## src/rtl/sub_nibble_seq.sv

```systemverilog
// ---------------------------------------------------------------------------
// sub_nibble_seq
//   Nibble-serial subtractor: diff = a - b - bin over WIDTH bits, one 4-bit
//   slice per clock, LSB nibble first. The borrow travels between slices in
//   a register. Used for the Karatsuba middle-term correction.
//
//   Parameters
//     WIDTH  operand/result width, multiple of 4, >= 4 (N = WIDTH/4 steps)
//
//   Ports
//     clk    rising-edge clock
//     rst_n  asynchronous active-low reset
//     start  request, sampled only while busy=0
//     a, b   minuend / subtrahend (latched on the start edge)
//     bin    borrow in, subtracted at bit 0
//     busy   operation in progress
//     done   one-cycle completion pulse
//     diff   result, held until the next completion
//     bout   final borrow out (1 = underflow), held with diff
//
//   Build option
//     SUB_CLAMP_EN  when defined, an underflowing result loads diff with 0
//                   (bout still reports 1). Timing is unchanged.
// ---------------------------------------------------------------------------
module sub_nibble_seq #(
    parameter int WIDTH = 16
) (
    input  logic             clk,
    input  logic             rst_n,
    input  logic             start,
    input  logic [WIDTH-1:0] a,
    input  logic [WIDTH-1:0] b,
    input  logic             bin,
    output logic             busy,
    output logic             done,
    output logic [WIDTH-1:0] diff,
    output logic             bout
);

    localparam int N  = WIDTH / 4;
    localparam int IW = (N > 1) ? $clog2(N) : 1;

    typedef enum logic {IDLE, RUN} state_t;

    state_t           state;
    logic [IW-1:0]    idx;
    logic             borrow;
    logic [WIDTH-1:0] a_q;
    logic [WIDTH-1:0] b_q;
    logic [WIDTH-1:0] work;

    logic [3:0]       a_nib;
    logic [3:0]       b_nib;
    logic [4:0]       s;
    logic [WIDTH-1:0] work_nxt;
    logic             last;

    // Select the active slice of the latched operands.
    always_comb begin
        a_nib = '0;
        b_nib = '0;
        for (int i = 0; i < N; i++) begin
            if (idx == IW'(i)) begin
                a_nib = a_q[4*i +: 4];
                b_nib = b_q[4*i +: 4];
            end
        end
    end

    // Subtraction as addition of the inverted subtrahend; carry-in is the
    // inverted borrow, carry-out is the inverted next borrow.
    assign s = {1'b0, a_nib} + {1'b0, ~b_nib} + {4'b0000, ~borrow};

    // Working result with the current slice merged in. The completion edge
    // copies this (not the register) so the final nibble lands in diff.
    always_comb begin
        work_nxt = work;
        for (int i = 0; i < N; i++) begin
            if (idx == IW'(i)) work_nxt[4*i +: 4] = s[3:0];
        end
    end

    assign last = (idx == IW'(N - 1));

    always_ff @(posedge clk or negedge rst_n) begin
        if (!rst_n) begin
            state  <= IDLE;
            idx    <= '0;
            borrow <= 1'b0;
            a_q    <= '0;
            b_q    <= '0;
            work   <= '0;
            busy   <= 1'b0;
            done   <= 1'b0;
            diff   <= '0;
            bout   <= 1'b0;
        end else begin
            case (state)
                IDLE: begin
                    done <= 1'b0;
                    if (start) begin
                        a_q    <= a;
                        b_q    <= b;
                        borrow <= bin;
                        idx    <= '0;
                        busy   <= 1'b1;
                        state  <= RUN;
                    end
                end
                RUN: begin
                    work   <= work_nxt;
                    borrow <= ~s[4];
                    if (last) begin
`ifdef SUB_CLAMP_EN
                        diff <= s[4] ? work_nxt : '0;
`else
                        diff <= work_nxt;
`endif
                        bout  <= ~s[4];
                        done  <= 1'b1;
                        busy  <= 1'b0;
                        state <= IDLE;
                    end else begin
                        idx <= idx + 1'b1;
                    end
                end
                default: state <= IDLE;
            endcase
        end
    end

endmodule

```

## config.mk

```make
export PLATFORM = sky130hd
export DESIGN_NAME = sub_nibble_seq
export DESIGN_NICKNAME = d
export VERILOG_FILES = /design/src/rtl/sub_nibble_seq.sv
export SDC_FILE = /design/constraint.sdc
export NUM_CORES = 1
export LEC_CHECK = 0
export BUFFER_PORTS_ARGS = -buffer_cell sky130_fd_sc_hd__clkbuf_2
export CAP_MARGIN = 10
export CORE_MARGIN = 3
export CORE_UTILIZATION = 55
export CTS_CLUSTER_SIZE = 30
export DETAILED_ROUTE_END_ITERATION = 7
export GPL_TIMING_DRIVEN = 0
export PLACE_DENSITY = 0.89
export SKIP_CTS_REPAIR_TIMING = 1
export SLEW_MARGIN = 20
export SYNTH_ARGS = -nofsm -noshare
export SYNTH_HDL_FRONTEND = slang
export SYNTH_SLANG_ARGS = --single-unit
export TNS_END_PERCENT = 1
```

## constraint.sdc

```tcl
create_clock -name clk -period 3.5 [get_ports clk]
set_input_delay 0.175 -clock clk [delete_from_list [all_inputs] [get_ports clk]]
set_output_delay 0.175 -clock clk [all_outputs]
set_load 0.03 [all_outputs]
```

==> impl_metrics.toml, run 1 <==
[run_status]
status = "completed"

[clock_network]
htree_num_levels = 3
worst_skew_pair.late_latency_ns = 0.35
clock_sinks = 67
max-clock-path-buffers = 2
cts.root.buffer_cell = "sky130_fd_sc_hd__clkbuf_8"
number_of_buffers_added_by_the_clock_tree_synthesis_step = 9
tritoncts_clock_tree = "yes"
clock_transition_at_the_register_clock_pins_on_the_worst_setup_and_hold_paths_after_cts_ns = 0.07

[route]
post_drt_wl_per_cell_microns = 16.23
drt_pass1_iterations = 4
vias = 2529
drt_drc_violations_left = 0
drtIter0Drc = 162
routed_wl_microns = 7190
vias_per_cell = 5.709
ant_nets = 0

[critical_path]
critical_path.top_delay_family = "adder cells"
cp-end-kind = "register"
worstRegToRegCells = 11
slowest_delay_ns = 0.47
critical_path.startpoint_type = "register"
timing.critical_path.arrival_ns = 3.42
cp.depth = 11
critical_path_class = "register to register"
cp.required_ns = 3.76
timing.critical_path.fanout_max = 10
crit_chain = "inv_1 -> ha_1 -> buf_1 -> o21ai_0 -> a22oi_1 -> fa_1 -> inv_1 -> fa_1 -> xnor2_1 -> mux2i_1 -> o21ai_0"
critical_path_buf_inv_count = 3
slowest_stage = "sky130_fd_sc_hd__buf_1"

[global_routing]
grt_usage = 0.2387
grt-ovfl-total = 0
pin_count_of_the_biggest_net_entering_global_routing = 35
via_count_of_the_first_global_routing_pass = 2505
grt_antenna_before_repair = 0
wire_length_of_the_first_global_routing_pass_microns = 11790

[logic_synthesis]
synth_top_cell_by_area = "sky130_fd_sc_hd__dfrtp_1"
mappedNetlistArea_sq_mm = 0.003171
synthDominantCellAreaShare = 0.5288
synthTopCellsByArea = "sky130_fd_sc_hd__dfrtp_1 53%, sky130_fd_sc_hd__mux2_2 9.9%, sky130_fd_sc_hd__nand2_1 5.7%, sky130_fd_sc_hd__o21ai_0 5.2%, sky130_fd_sc_hd__a21oi_1 3.2%"
synthFlopType = "sky130_fd_sc_hd__dfrtp_1"
yosys_register_bits = 67
syn_inst = 299
synth.distinct_cells = 34
synth-warning-count = 0
yosysSeqAreaShare = 0.5288
nets_in_the_synthesized_netlist = 344
ys_async_sr_fraction = 1.000
synth-edff-count = 0
synthesis.area_per_instance_sq_um = 10.60

[finish]
syn_to_final_growth_pct = 17.88
antennaDiodeCount = 0
layout-drive-gt1-share = 0.2884
num-fill-cells = 443
nNetsFinal = 411
layout.cells.non_filler = 443
layout.cells.most_common = "sky130_fd_sc_hd__dfrtp_1"
final_cell_mix = "67 x sky130_fd_sc_hd__dfrtp_1, 54 x sky130_fd_sc_hd__clkbuf_2, 48 x sky130_fd_sc_hd__nand2_1, 33 x sky130_fd_sc_hd__o21ai_0, 28 x sky130_fd_sc_hd__mux2_2"

[sta]
fmaxAchievable_mhz = 316.4
setup_repair_after_global_routing_missed_its_margin = "false"
timing.final.crit_period_ns = 3.161
finalMaxSlewViolations = 0
setup_viol_count_final = 0
layout_worst_path_cycle_share = 0.9031
worst_slew_pin_slew_ns = 0.6456
timing.slew.headroom = 0.5696
timing.clock.skew_ns = 0.005196
timing_hold_violations_final = 0
setup_tns_ns = 0
hold_ws_ns = 0.04474

[floorplanning]
start_util = 0.5723
fp.dieArea_sq_mm = 0.006712
die_height_microns = 81.93
core_area_sq_mm = 0.005540
placement_rows = 27
chipWidth_microns = 81.93
ios = 55

[placed_design]
placed_cells = 426
portBuffers = 54
hpwlAfterDp_microns = 5194
globalplace.congestion = 0.8921

[min_path]
holdCritPathClass = "primary input to register"
worstHoldPathCells = 3

[run]
drv.max_cap_violation_count = 0
==> worst register-to-register path, delay by kind of cell, from the launching register on <==
family	cells	cell delay, ns
fa+ha+maj	3	0.94
compound gates	3	0.66
buf+inv	3	0.63
flops	1	0.41
xor+xnor	1	0.30
mux	1	0.14
==> cell families (layout without fill, tap and decap cells) <==
family                     after synthesis  after routing  synth area share
buffers and inverters                   35            107           0.05011
and+or+nand+nor                         73             73            0.1062
muxes                                   37             37            0.1279
AOI/OAI and AO/OA                       76             76            0.1413
adders and majority gates                9              9           0.04025
xor gates and xnor gates                 2              2          0.005526
DFF                                     67             67            0.5288
==> path summary, 6_finish.rpt <==
path,start,to,slack [ns]
setup / recovery,idx[1],diff[10],0.34
hold / removal,b[11],b_q[11],0.04
setup reg to reg,idx[1],diff[10],0.34
hold reg to reg,diff[13],diff[13],0.48
max in group asynchronous,rst_n,b_q[10],2.62
min in group asynchronous,rst_n,b_q[0],0.34
==> Yosys cell counts (4+ instances only) <==
cell                        n
sky130_fd_sc_hd__o21ai_0   33
sky130_fd_sc_hd__a21oi_1   20
sky130_fd_sc_hd__ha_1       7
sky130_fd_sc_hd__mux2i_1    9
sky130_fd_sc_hd__buf_2      4
sky130_fd_sc_hd__o31ai_1    5
sky130_fd_sc_hd__buf_1      4
sky130_fd_sc_hd__a22o_1     5
sky130_fd_sc_hd__nor2_1     6
sky130_fd_sc_hd__nand2_1   48
sky130_fd_sc_hd__nand3_1    4
sky130_fd_sc_hd__dfrtp_1   67
sky130_fd_sc_hd__mux2_2    28
sky130_fd_sc_hd__clkbuf_1   9
sky130_fd_sc_hd__inv_1     15
sky130_fd_sc_hd__a22oi_1    5
==> area by class of cell <==
cell class	count	area, sq um	area share
inverter	15	56.30	0.01507
clock inverter	2	10.01	0.002678
multi-input combinational	197	1335	0.3572
timing repair buffer	56	302.8	0.08102
sequential	67	1677	0.4486
clock buffer	14	162.7	0.04352
tap	72	90.09	0.02410
buffer	20	103.9	0.02779
==> per-stage QoR <==
stage	setup slack, ns	utilization	instance area (sq um)
after floorplan	0.8623	-	3171
after global placement	0.3812	0.6373	3531
after detailed placement	0.2960	0.6414	3553
after CTS	0.2715	0.6725	3726
after global routing	0.05156	0.6746	3737
final	0.3393	0.6746	3737
==> sequential cells by signal (all words and copies together), names as in the netlist <==
register	flops
bout	1
work	12
busy	1
a_q	16
done	1
borrow	1
state	1
diff	16
idx	2
b_q	16
==> metal layers <==
metal / track usage / vias to the layer above / share of wire
li1: - / 1174 / -
met5: 0 / - / 0
met2: 0.4015 / 93 / 0.51
met1: 0.2844 / 1244 / 0.41
met4: 0.1096 / 0 / 0.020
met3: 0.06469 / 18 / 0.066
Power of run 1 is not shown: default switching activity piles up to over one toggle a cycle in this logic, so the estimate is an artifact.
==> run 2, diff against run 1 <==
--- a/config.mk
+++ b/config.mk
@@ -12,7 +12,7 @@
 export CTS_CLUSTER_SIZE = 30
 export DETAILED_ROUTE_END_ITERATION = 7
 export GPL_TIMING_DRIVEN = 0
-export PLACE_DENSITY = 0.89
+export PLACE_DENSITY = 0.82
 export SKIP_CTS_REPAIR_TIMING = 1
 export SLEW_MARGIN = 20
 export SYNTH_ARGS = -nofsm -noshare
==> constraint.sdc (replaced) <==
create_clock -name clk -period 3.5 [get_ports clk]
set_input_delay 0.7 -clock clk [delete_from_list [all_inputs] [get_ports clk]]
set_output_delay 0.7 -clock clk [all_outputs]
set_load 0.03 [all_outputs]
==> impl_metrics.toml, run 2 (synthesis results as in run 1) <==
[run_status]
status = "completed"

[finish]
layout-drive-gt1-share = 0.2900
antennaDiodeCount = 0
nNetsFinal = 410
num-fill-cells = 454
total_area_of_multi_input_combinational_cells_sq_mm = 0.001335
layout.cells.most_common = "sky130_fd_sc_hd__dfrtp_1"
seqCellArea_sq_mm = 0.001677
top_regs = "a_q x16, b_q x16, diff x16"
final_cell_mix = "67 x sky130_fd_sc_hd__dfrtp_1, 54 x sky130_fd_sc_hd__clkbuf_2, 48 x sky130_fd_sc_hd__nand2_1, 33 x sky130_fd_sc_hd__o21ai_0, 28 x sky130_fd_sc_hd__mux2_2"
syn_to_final_growth_pct = 18.23

[clock_network]
clock_sinks = 67
max-clock-path-buffers = 2
number_of_buffers_added_by_the_clock_tree_synthesis_step = 9
htree_num_levels = 3
cts.root.buffer_cell = "sky130_fd_sc_hd__clkbuf_8"
clock_transition_at_the_register_clock_pins_on_the_worst_setup_and_hold_paths_after_cts_ns = 0.07
tritoncts_clock_tree = "yes"
worst_skew_pair.late_latency_ns = 0.35

[route]
met2_wirelength_microns = 3449
vias = 2402
drt_pass1_iterations = 4
post_drt_wl_per_cell_microns = 15.80
vias_per_cell = 5.447
detailroute.wirelength.met3_microns = 454
routedLengthMet1_microns = 2955
ant_nets = 0
routed_wl_microns = 6967
drt_drc_violations_left = 0
drtIter0Drc = 135
top_layer = "met4"

[sta]
timing.final.crit_period_ns = 3.143
timing.clock.skew_ns = 0.009046
worst_slew_pin_slew_ns = 0.6316
setup_tns_ns = 0
timing_hold_violations_final = 0
layout_worst_path_cycle_share = 0.8980
setup_repair_after_global_routing_missed_its_margin = "false"
finalMaxSlewViolations = 0
setup_viol_count_final = 0
hold_ws_ns = 0.3184
timing.slew.headroom = 0.5790
fmaxAchievable_mhz = 318.2

[critical_path]
critical_path_class = "register to register"
cp.required_ns = 3.77
timing.critical_path.arrival_ns = 3.41
cp.depth = 11
crit_chain = "inv_1 -> ha_1 -> buf_1 -> o21ai_0 -> a22oi_1 -> fa_1 -> inv_1 -> fa_1 -> xnor2_1 -> mux2i_1 -> o21ai_0"
slowest_stage = "sky130_fd_sc_hd__buf_1"
critical_path.top_delay_family = "adder cells"
worstRegToRegCells = 11
slowest_delay_ns = 0.49
setup.worst_path.start = "idx[1]"
critical_path.startpoint_type = "register"
critical_path_buf_inv_count = 3
r2r_startpoint = "idx[1]"
cp-end-kind = "register"
timing.critical_path.fanout_max = 10
reg2reg_slack_ns = 0.36

[global_routing]
pin_count_of_the_biggest_net_entering_global_routing = 35
grt-ovfl-total = 0
wire_length_of_the_first_global_routing_pass_microns = 11760
grt_usage = 0.2399
grt_antenna_before_repair = 0
via_count_of_the_first_global_routing_pass = 2435

[run]
drv.max_cap_violation_count = 0

[floorplanning]
placement_rows = 27
die_height_microns = 81.93
start_util = 0.5723
core_area_sq_mm = 0.005540
ios = 55
fp.dieArea_sq_mm = 0.006712
chipWidth_microns = 81.93

[placed_design]
globalplace.congestion = 0.8101
portBuffers = 54
hpwlAfterDp_microns = 4933

[min_path]
holdCritPathClass = "primary input to asynchronous set/reset pin"
-- run 2: layout make-up --
| type | count | area share |
|---|---|---|
| multi-input cells | 197 | 0.3561 |
| plain buffers | 20 | 0.02770 |
| clock buffers | 13 | 0.04239 |
| flip-flops and latches | 67 | 0.4473 |
| clock inverters | 2 | 0.009346 |
| well taps | 72 | 0.02403 |
| repair buffers | 55 | 0.07810 |
| inverters | 15 | 0.01502 |
-- run 2: per-stage QoR --
step / instance area (sq um) / util / setup slack [ns] / std cells
global placement: 3531 / 0.6373 / 0.3874 / 425
finish: 3749 / 0.6766 / 0.3569 / 441
global route: 3749 / 0.6766 / 0.08360 / 441
detailed placement: 3553 / 0.6414 / 0.2851 / 426
floorplan: 3171 / - / 0.8623 / 299
CTS: 3747 / 0.6764 / 0.2393 / 441
-- run 2: worst reg2reg max path, cell delays in order, from the launching register on --
cell                      delay [ns]
sky130_fd_sc_hd__dfrtp_1        0.40
sky130_fd_sc_hd__inv_1          0.11
sky130_fd_sc_hd__ha_1           0.26
sky130_fd_sc_hd__buf_1          0.49
sky130_fd_sc_hd__o21ai_0        0.19
sky130_fd_sc_hd__a22oi_1        0.27
sky130_fd_sc_hd__fa_1           0.24
sky130_fd_sc_hd__inv_1          0.06
sky130_fd_sc_hd__fa_1           0.43
sky130_fd_sc_hd__xnor2_1        0.31
sky130_fd_sc_hd__mux2i_1        0.13
sky130_fd_sc_hd__o21ai_0        0.18
-- run 2: final timing paths --
path / endpoint
max: diff[10]
min: diff[15]
max reg2reg: diff[10]
min reg2reg: work[11]
max in group asynchronous: b_q[11]
min in group clk: work[11]
-- run 2: layer usage --
layer	track usage	vias up
met4	0.09967	0
li1	-	1173
met3	0.06031	9
met5	0	-
met2	0.3926	79
met1	0.3032	1141
Power of run 2 is left out for the same reason.
